## src/rtl/seg7_disp_sched.sv

```systemverilog
// seg7_disp_sched: round-robin scheduler sharing one seg7dec decoder among
// NUM_REQ requesters. A granted requester's value/mode are driven to the
// decoder, held for HOLD_CYCLES edges, then the decoder's Hex/Hex1 outputs
// are captured into that requester's display registers and ack pulses.
//
// Optional feature, macro SEG7_SHADOW_SKIP_EN: keep a per-requester shadow
// copy of the last captured val/mode; a repeat request with identical
// val/mode is acknowledged in one cycle without touching the decoder.
module seg7_disp_sched #(
    parameter int NUM_REQ     = 4,
    parameter int HOLD_CYCLES = 2
) (
    input  logic                   clk,
    input  logic                   rst_n,
    input  logic [NUM_REQ-1:0]     req,
    input  logic [5*NUM_REQ-1:0]   req_val,
    input  logic [NUM_REQ-1:0]     req_mode,
    output logic [NUM_REQ-1:0]     ack,
    output logic                   busy,
    output logic [4:0]             dec_val,
    output logic                   dec_con,
    input  logic [6:0]             dec_hex,
    input  logic [6:0]             dec_hex1,
    output logic [7*NUM_REQ-1:0]   disp_lo,
    output logic [7*NUM_REQ-1:0]   disp_hi
);

    localparam int                IDX_W     = (NUM_REQ > 1) ? $clog2(NUM_REQ) : 1;
    localparam logic [3:0]        CNT_LOAD  = 4'(HOLD_CYCLES - 1);
    localparam logic [IDX_W-1:0]  LAST_INIT = IDX_W'(NUM_REQ - 1);
    localparam logic [6:0]        BLANK     = 7'b1111111;

    typedef enum logic [1:0] {
        S_IDLE   = 2'd0,
        S_SETTLE = 2'd1,
        S_HIT    = 2'd2
    } state_t;

    state_t             state;
    state_t             nxt_state;
    logic [3:0]         cnt;
    logic [IDX_W-1:0]   last_grant;
    logic [IDX_W-1:0]   grant;

    logic               found;
    logic [IDX_W-1:0]   pick;
    logic [4:0]         pick_val;
    logic               pick_mode;
    logic               hit;
    logic               load;
    logic               enter_hit;
    logic               capture;
    logic               hit_done;

`ifdef SEG7_SHADOW_SKIP_EN
    logic [NUM_REQ-1:0] shadow_valid;
    logic [NUM_REQ-1:0] shadow_mode;
    logic [4:0]         shadow_val [NUM_REQ];
`endif

    // Round-robin pick, shadow-hit test and next-state decode.
    always_comb begin
        found     = 1'b0;
        pick      = '0;
        nxt_state = state;
        load      = 1'b0;
        enter_hit = 1'b0;
        capture   = 1'b0;
        hit_done  = 1'b0;
        hit       = 1'b0;

        // Search upward from last_grant+1 so the last served requester
        // ends up with the lowest priority.
        for (int k = 1; k <= NUM_REQ; k++) begin
            logic [IDX_W-1:0] idx;
            idx = IDX_W'((int'(last_grant) + k) % NUM_REQ);
            if (!found && req[idx]) begin
                found = 1'b1;
                pick  = idx;
            end
        end

        pick_val  = req_val[5*pick +: 5];
        pick_mode = req_mode[pick];

`ifdef SEG7_SHADOW_SKIP_EN
        hit = shadow_valid[pick] && (shadow_val[pick] == pick_val) &&
              (shadow_mode[pick] == pick_mode);
`endif

        case (state)
            S_IDLE: begin
                if (found) begin
                    if (hit) begin
                        nxt_state = S_HIT;
                        enter_hit = 1'b1;
                    end else begin
                        nxt_state = S_SETTLE;
                        load      = 1'b1;
                    end
                end
            end
            S_SETTLE: begin
                if (cnt == 4'd0) begin
                    nxt_state = S_IDLE;
                    capture   = 1'b1;
                end
            end
            S_HIT: begin
                nxt_state = S_IDLE;
                hit_done  = 1'b1;
            end
            default: nxt_state = S_IDLE;
        endcase
    end

    // Control state: FSM, settle counter, grant bookkeeping, decoder drive.
    always_ff @(posedge clk) begin
        if (!rst_n) begin
            state      <= S_IDLE;
            cnt        <= 4'd0;
            busy       <= 1'b0;
            ack        <= '0;
            last_grant <= LAST_INIT;
            grant      <= '0;
            dec_val    <= 5'd0;
            dec_con    <= 1'b0;
        end else begin
            state <= nxt_state;
            ack   <= '0;
            if (load) begin
                dec_val <= pick_val;
                dec_con <= pick_mode;
                grant   <= pick;
                cnt     <= CNT_LOAD;
                busy    <= 1'b1;
            end else if (enter_hit) begin
                grant <= pick;
                busy  <= 1'b1;
            end else if (state == S_SETTLE && cnt != 4'd0) begin
                cnt <= cnt - 4'd1;
            end
            if (capture || hit_done) begin
                ack[grant] <= 1'b1;
                last_grant <= grant;
                busy       <= 1'b0;
            end
        end
    end

    // Display registers: only the granted slice is written on capture.
    always_ff @(posedge clk) begin
        if (!rst_n) begin
            disp_lo <= {NUM_REQ{BLANK}};
            disp_hi <= {NUM_REQ{BLANK}};
        end else if (capture) begin
            disp_lo[7*grant +: 7] <= dec_hex;
            disp_hi[7*grant +: 7] <= dec_hex1;
        end
    end

`ifdef SEG7_SHADOW_SKIP_EN
    // Shadow copy of what was last decoded for each requester.
    always_ff @(posedge clk) begin
        if (!rst_n) begin
            shadow_valid <= '0;
        end else if (capture) begin
            shadow_valid[grant] <= 1'b1;
            shadow_mode[grant]  <= dec_con;
            shadow_val[grant]   <= dec_val;
        end
    end
`endif

endmodule

```

## config.mk

```make
export PLATFORM = sky130hd
export DESIGN_NAME = seg7_disp_sched
export DESIGN_NICKNAME = d
export VERILOG_FILES = /design/src/rtl/seg7_disp_sched.sv
export SDC_FILE = /design/constraint.sdc
export NUM_CORES = 1
export LEC_CHECK = 0
export ABC_AREA = 1
export ABC_CLOCK_PERIOD_IN_PS = 3090
export CORE_ASPECT_RATIO = 0.7
export CORE_MARGIN = 2
export CORE_UTILIZATION = 47
export CTS_BUF_LIST = sky130_fd_sc_hd__clkbuf_2
export CTS_CLUSTER_DIAMETER = 40
export DETAILED_ROUTE_END_ITERATION = 8
export GPL_ROUTABILITY_DRIVEN = 1
export PLACE_DENSITY = 0.9
export SLEW_MARGIN = 5
export SYNTH_ARGS = -nofsm -noshare
export SYNTH_HDL_FRONTEND = slang
export SYNTH_SLANG_ARGS = --single-unit
```

## constraint.sdc

```tcl
create_clock -name clk -period 3.09 [get_ports clk]
set_input_delay 0.618 -clock clk [delete_from_list [all_inputs] [get_ports clk]]
set_output_delay 0.618 -clock clk [all_outputs]
set_load 0.02 [all_outputs]
```

==> summary.md, run 1 <==
| Metric | Value |
|---|---|
| VDD IR max | 0.462 mV |
| Area Growth Syn to Fin | 36.5% |
| Clk buf depth | 2 |
| Int Power | 2.04 mW |
| H-tree depth | 3 |
| Critical path depth | 8 |
| Worst-path clk slew | 0.19 ns |
| Sink Count | 76 |
| Sw Ratio | 46.3% |
| Detailed Route Iter0 Violations | 291 |
| GPL Wtd Cong | 0.809 |
| Vias | 3435 |
| Fin. max-slew vios | 0 |
| Fin crit share | 76.4% |
| Fin. Hold Viols | 0 |
| Fmax | 423 MHz |
| Critical path type | reg -> reg |
| Clock share of power | 11.2% |
| Leakage Power | 1.93 nW |
| Non-Filler Instances | 649 |
| Cell Pwr Density | 829 nW/um^2 |
| Crit path launch type | flip-flop |
| Worst endpoint required time | 3.49 ns |
| Part of the power in combinational logic | 53.7% |
| Net total in the final layout | 604 |
| FP Rows | 25 |
| Fillers | 553 |
| HP Class | reg -> reg |
| Crit path setup slack, layout | 0.728 ns |
| Setup Skew | 0.0166 ns |
| Drt first pass iters | 5 |
| Number of global-route vias before repair | 3255 |
| Flop pwr share | 35.1% |
| Detail Route Antenna Nets | 0 |
| Outcome | completed |
| Maxcap violations | 0 |
| Cell area after synthesis | 3360 sq um |
| Largest net degree at the start of global routing | 44 |
| Core footprint | 6850 sq um |
| CP Max Fanout | 15 |
| CP delay by family, top | simple AND/OR/NAND/NOR gates |
| Ant. Diodes | 0 |
| Slew at the pin closest to its max-slew limit | 0.801 ns |
| Tot GR Track Use | 24.4% |
| Seq cells post-synth | 76 |
| First-pass GRT wire length | 15300 um |
| Initial antenna violation count | 0 |
| Initial Util | 49.0% |
| Buf/Inv on CP | 3 |
| Register area share after synthesis | 45.3% |
| Post-Synthesis Cells | 445 |
| Synthesized area per cell | 7.55 sq um |
| Vias/cell | 5.29 |
| Slowest stage cell, crit path | dfxtp_1 |
| Remaining global-route overflow | 0 |
| Routed wire length | 9460 um |
| Clock period minus worst slack | 2.36 ns |
| Drt wl/cell | 14.6 um |
| CP max stage delay | 0.68 ns |
| # setup viols final | 0 |
| # DRC | 0 |
| Unrepaired setup endpoints after global routing | false |
| P_sw | 1.76 mW |
| Dpl ws | 0.620 ns |
| Die Wd | 105 um |
| CTS Buf Count | 9 |
| Crit. End Element | flip-flop |
| CP cell instances | inv_1, ha_1, nand2_1, inv_1, nand4_1, inv_1, nand2_1, nand2_1 |
| Cell Count Post-Placement | 633 |
| IO Count | 111 |
| Setup Buffers After CTS | 0 |
| Final Util | 66.9% |
| Hold buffer count at CTS | 0 |
| Die height | 74.7 um |
| Post-synthesis net count | 499 |
| Setup TNS | 0 ns |
| Die area | 7850 sq um |
| Port Buf Inserts | 110 |
| Worst Hold Path Cells | 2 |
| Clock latency on the worst-skew pair | 0.49 ns |
| CTS tree | built |
| Netlist cell types | 29 |
| HPWL Detailed | 7120 um |
| Yosys warns | 0 |
| Cts repair resizes | 0 |
| Arr. time, crit path | 2.76 ns |
| Max-Slew Margin vs Limit | 46.4% |
| Share of layout cells above drive strength 1 | 7.39% |
| Worst-case reg-to-reg path depth | 8 |
| Root buf cell | clkbuf_2 |
==> registers in the layout, indices dropped and copies added (netlist names), 2 cells and up <==
name / cells
ack: 4
cnt: 4
dec_val: 5
disp_hi: 28
disp_lo: 28
grant: 2
last_grant: 2
==> area by class of cell <==
cell class,instances,area [sq um],area share [%]
multi-input cells,312,1590,34.6
flip-flops and latches,76,1520,33.2
repair buffers,114,1130,24.7
inverters,37,146,3.19
well taps,94,118,2.56
clock buffers,10,50.0,1.09
clock inverters,6,31.3,0.682
==> metrics by stage <==
step	hold WS [ns]	total power, mW	instance area, sq um
final	0.479	3.80	4590
after global routing	0.498	4.10	4590
after CTS	0.479	3.80	4590
after detailed placement	0.452	3.37	4500
after global placement	0.439	3.29	4500
after floorplan	0.453	2.76	3360
==> worst paths after layout <==
check,startpoint,to,slack (ns)
hold reg to reg,dec_val[1]$_SDFFE_PN0P_,dec_val[1]$_SDFFE_PN0P_,0.48
setup / recovery,grant[0]$_SDFFE_PN0P_,disp_lo[19]$_SDFFE_PN1P_,0.73
hold / removal,dec_val[1]$_SDFFE_PN0P_,dec_val[1]$_SDFFE_PN0P_,0.48
setup reg to reg,grant[0]$_SDFFE_PN0P_,disp_lo[19]$_SDFFE_PN1P_,0.73
==> cells in the mapped netlist, drive strengths merged <==
master	count	area, sq um
a31oi	1	6.26
dfxtp	76	1520
nor2	21	91.3
o31ai	10	75.1
buf	6	51.3
ha	10	125
or2	1	6.26
nand2	128	523
o21ai	16	80.1
a21oi	41	205
nor3	3	15.0
xor2	2	17.5
clkbuf	14	52.6
nand3	71	380
inv	35	139
a22oi	4	30.0
clkinv	2	7.51
a221o	2	20.0
nand4	2	12.5
==> worst min-delay path: cells and delay by family, from the launching register on <==
family        cells  cell delay [ns]
simple gates      2             0.11
flops             1             0.36
==> cell families after synthesis <==
| family | share of synthesized area (%) |
|---|---|
| and+or+nand+nor | 30.6 |
| DFF | 45.3 |
| AOI/OAI and AO/OA | 12.4 |
| buffers and inverters | 7.45 |
| adders and majority gates | 3.72 |
| xor gates and xnor gates | 0.522 |
==> layout by cell type (no fill, tap or decap), types with 3 or more instances in the layout <==
cell / Yosys / routed
nand2_1: 115 / 115
clkdlybuf4s50_1: 0 / 110
dfxtp_1: 76 / 76
nand3_1: 69 / 69
a21oi_1: 41 / 41
inv_1: 31 / 31
nor2_1: 18 / 18
o21ai_0: 11 / 11
nand2_2: 11 / 11
o31ai_1: 10 / 10
ha_1: 10 / 10
clkbuf_2: 0 / 10
o21ai_1: 5 / 5
clkinv_1: 2 / 4
a22oi_1: 4 / 4
buf_4: 1 / 4
nor3_1: 3 / 3
inv_2: 3 / 3
clkinv_2: 0 / 3
==> per-layer routing <==
metal | wire [um] | global-route usage [%]
met1 | 4430 | 33.5
met2 | 4280 | 39.0
met3 | 620 | 5.54
met4 | 132 | 7.85
met5 | 0 | 0
==> power by group through the flow <==
stage / sequential, mW / combinational [mW] / clock (mW)
floorplan: 1.50 / 1.26 / 0
global placement: 1.35 / 1.94 / 0
detailed placement: 1.35 / 2.02 / 0
CTS: 1.33 / 2.03 / 0.431
global route: 1.36 / 2.26 / 0.482
finish: 1.33 / 2.04 / 0.428
(Power assumes the default switching activity.)
==> run 2: changes to the inputs <==
--- a/config.mk
+++ b/config.mk
@@ -6,7 +6,7 @@
 export NUM_CORES = 1
 export LEC_CHECK = 0
 export ABC_AREA = 1
-export ABC_CLOCK_PERIOD_IN_PS = 3090
+export ABC_CLOCK_PERIOD_IN_PS = 2400
 export CORE_ASPECT_RATIO = 0.7
 export CORE_MARGIN = 2
 export CORE_UTILIZATION = 47
==> constraint.sdc (replaced) <==
create_clock -name clk -period 2.4 [get_ports clk]
set_input_delay 0.48 -clock clk [delete_from_list [all_inputs] [get_ports clk]]
set_output_delay 0.48 -clock clk [all_outputs]
set_load 0.02 [all_outputs]
==> summary.md, run 2 (synthesized netlist as in run 1, its figures left out) <==
| Metric | Value |
|---|---|
| Commonest non-fill, non-tap cell in the layout | nand2_1 |
| Largest net degree at the start of global routing | 44 |
| Worst endpoint required time | 2.86 ns |
| Multi-input gate area | 1590 sq um |
| Int Power | 2.88 mW |
| Clock period minus worst slack | 2.06 ns |
| Root buf cell | clkbuf_2 |
| CTS Buf Count | 9 |
| Final Util | 68.2% |
| # setup viols final | 0 |
| Crit path launch type | flip-flop |
| Slew at the pin closest to its max-slew limit | 0.771 ns |
| Sw Ratio | 44.7% |
| CP delay by family, top | simple AND/OR/NAND/NOR gates |
| Post-DP Area | 4530 sq um |
| Tot GR Track Use | 25.8% |
| Crit path setup slack, layout | 0.340 ns |
| Slowest stage cell, crit path | dfxtp_1 |
| Biggest regs | disp_hi x28, disp_lo x28, dec_val x5 |
| Die Wd | 105 um |
| Sequential cell area | 1520 sq um |
| Crit. End Element | flip-flop |
| Die height | 74.7 um |
| Critical path type | reg -> reg |
| Outcome | completed |
| Unrepaired setup endpoints after global routing | false |
| Initial antenna violation count | 0 |
| P_sw | 2.33 mW |
| Maxcap violations | 0 |
| Fin. Hold Viols | 0 |
| Initial Util | 49.0% |
| Hold WS | 0.484 ns |
| Post-route cell area | 4670 sq um |
| Setup Buffers After CTS | 0 |
| Hold buffer count at CTS | 0 |
| H-tree depth | 3 |
| Share of layout cells above drive strength 1 | 8.41% |
| HP Class | reg -> reg |
| Setup Skew | 0.0294 ns |
| CP cell instances | nand2_1, nand2_2, nand2_1, nand2_2, inv_1, nand3_4, nand2_2, nor2_2, nand3_1, nand2_1 |
| Routed wire length | 9840 um |
| R2R Setup Slk | 0.34 ns |
| Hold path startpoint | dec_con$_SDFFE_PN0P_ |
| Leakage Power | 1.97 nW |
| Buf/Inv on CP | 1 |
| Core footprint | 6850 sq um |
| VDD IR max | 0.617 mV |
| CTS tree | built |
| Worst Hold Path Cells | 2 |
| CP Max Fanout | 15 |
| Number of global-route vias before repair | 3225 |
| Clk buf depth | 2 |
| RR Endpoint | dec_val[4]$_SDFFE_PN0P_ |
| Setup TNS | 0 ns |
| Fin. max-slew vios | 0 |
| Port Buf Inserts | 110 |
| CP max stage delay | 0.67 ns |
| Fmax | 486 MHz |
| Fillers | 511 |
| Worst-path clk slew | 0.22 ns |
| Part of the power in combinational logic | 51.8% |
| Drt wl/cell | 15.1 um |
| Most frequent cells in the layout | 115 x nand2_1, 110 x clkdlybuf4s50_1, 76 x dfxtp_1, 69 x nand3_1, 41 x a21oi_1 |
| Sink Count | 76 |
| Dpl ws | 0.0698 ns |
| FP Rows | 25 |
| Cts repair resizes | 0 |
| IO Count | 111 |
| Arr. time, crit path | 2.52 ns |
| Remaining global-route overflow | 0 |
| # DRC | 0 |
| HPWL Detailed | 7470 um |
| Reg-to-Reg Start | last_grant[0]$_SDFFE_PN1P_ |
| Detailed Route Iter0 Violations | 292 |
| Endpoint, Worst Hold | dec_con$_SDFFE_PN0P_ |
| Clock share of power | 15.4% |
| Worst-case reg-to-reg path depth | 10 |
| Net total in the final layout | 608 |
| GPL Wtd Cong | 0.842 |
| First-pass GRT wire length | 15900 um |
| Ant. Diodes | 0 |
| Vias | 3486 |
| Vias/cell | 5.34 |
| Clock latency on the worst-skew pair | 0.52 ns |
| Cell Pwr Density | 1110 nW/um^2 |
| Detail Route Antenna Nets | 0 |
| Die area | 7850 sq um |
| Max-Slew Margin vs Limit | 48.4% |
| Drt first pass iters | 5 |
| Fin crit share | 85.8% |
| Area Growth Syn to Fin | 39.1% |
| Flop pwr share | 32.8% |
[run 2: per-stage QoR]
step / cells / power (mW)
after global routing: 653 / 5.58
after detailed placement: 637 / 4.38
after global placement: 637 / 4.28
after CTS: 653 / 5.18
after floorplan: 445 / 3.56
final: 653 / 5.21
[run 2: per-layer routing]
metal / track usage (%) / vias to the layer above / share of wire, %
met2: 41.8 / 150 / 45
met4: 7.56 / 0 / 2.2
met5: 0 / - / 0
met1: 34.1 / 1606 / 45
li1: - / 1695 / -
met3: 7.62 / 35 / 7.5
[run 2: worst max-delay path by stage]
stage | start | cells after the start | end | slack [ns]
floorplan | grant[0]$_SDFFE_PN0P_ | 8 | disp_hi[6]$_SDFFE_PN1P_ | 0.18
global placement | req[3] | 11 | dec_val[2]$_SDFFE_PN0P_ | 0.25
detailed placement | req[0] | 11 | grant[1]$_SDFFE_PN0P_ | 0.07
CTS | disp_hi[4]$_SDFFE_PN1P_ | 1 | disp_hi[4] | 0.36
global route | last_grant[0]$_SDFFE_PN1P_ | 10 | grant[1]$_SDFFE_PN0P_ | 0.12
finish | last_grant[0]$_SDFFE_PN1P_ | 10 | dec_val[4]$_SDFFE_PN0P_ | 0.34
[run 2: worst register-to-register path, cell delays in order (launching register included)]
cell and delay [ns]:
dfxtp_1 0.67, nand2_1 0.12, nand2_2 0.13, nand2_1 0.08, nand2_2 0.10, inv_1 0.07
nand3_4 0.18, nand2_2 0.12, nor2_2 0.29, nand3_1 0.16, nand2_1 0.08
[run 2: area by class of cell]
cell class	instances	share of cell area (%)
well taps	94	2.52
inverters	37	3.13
flip-flops and latches	76	32.6
clock inverters	6	1.90
clock buffers	10	1.07
multi-input cells	312	34.0
repair buffers	118	24.8
[run 2: power groups by stage]
| stage | sequential, mW | combinational (mW) | clock (mW) |
|---|---|---|---|
| 2_1_floorplan | 1.93 | 1.63 | 0 |
| 3_3_place_gp | 1.73 | 2.55 | 0 |
| 3_5_place_dp | 1.73 | 2.65 | 0 |
| 4_1_cts | 1.70 | 2.67 | 0.805 |
| 5_1_grt | 1.74 | 2.97 | 0.868 |
| 6_report | 1.71 | 2.70 | 0.805 |
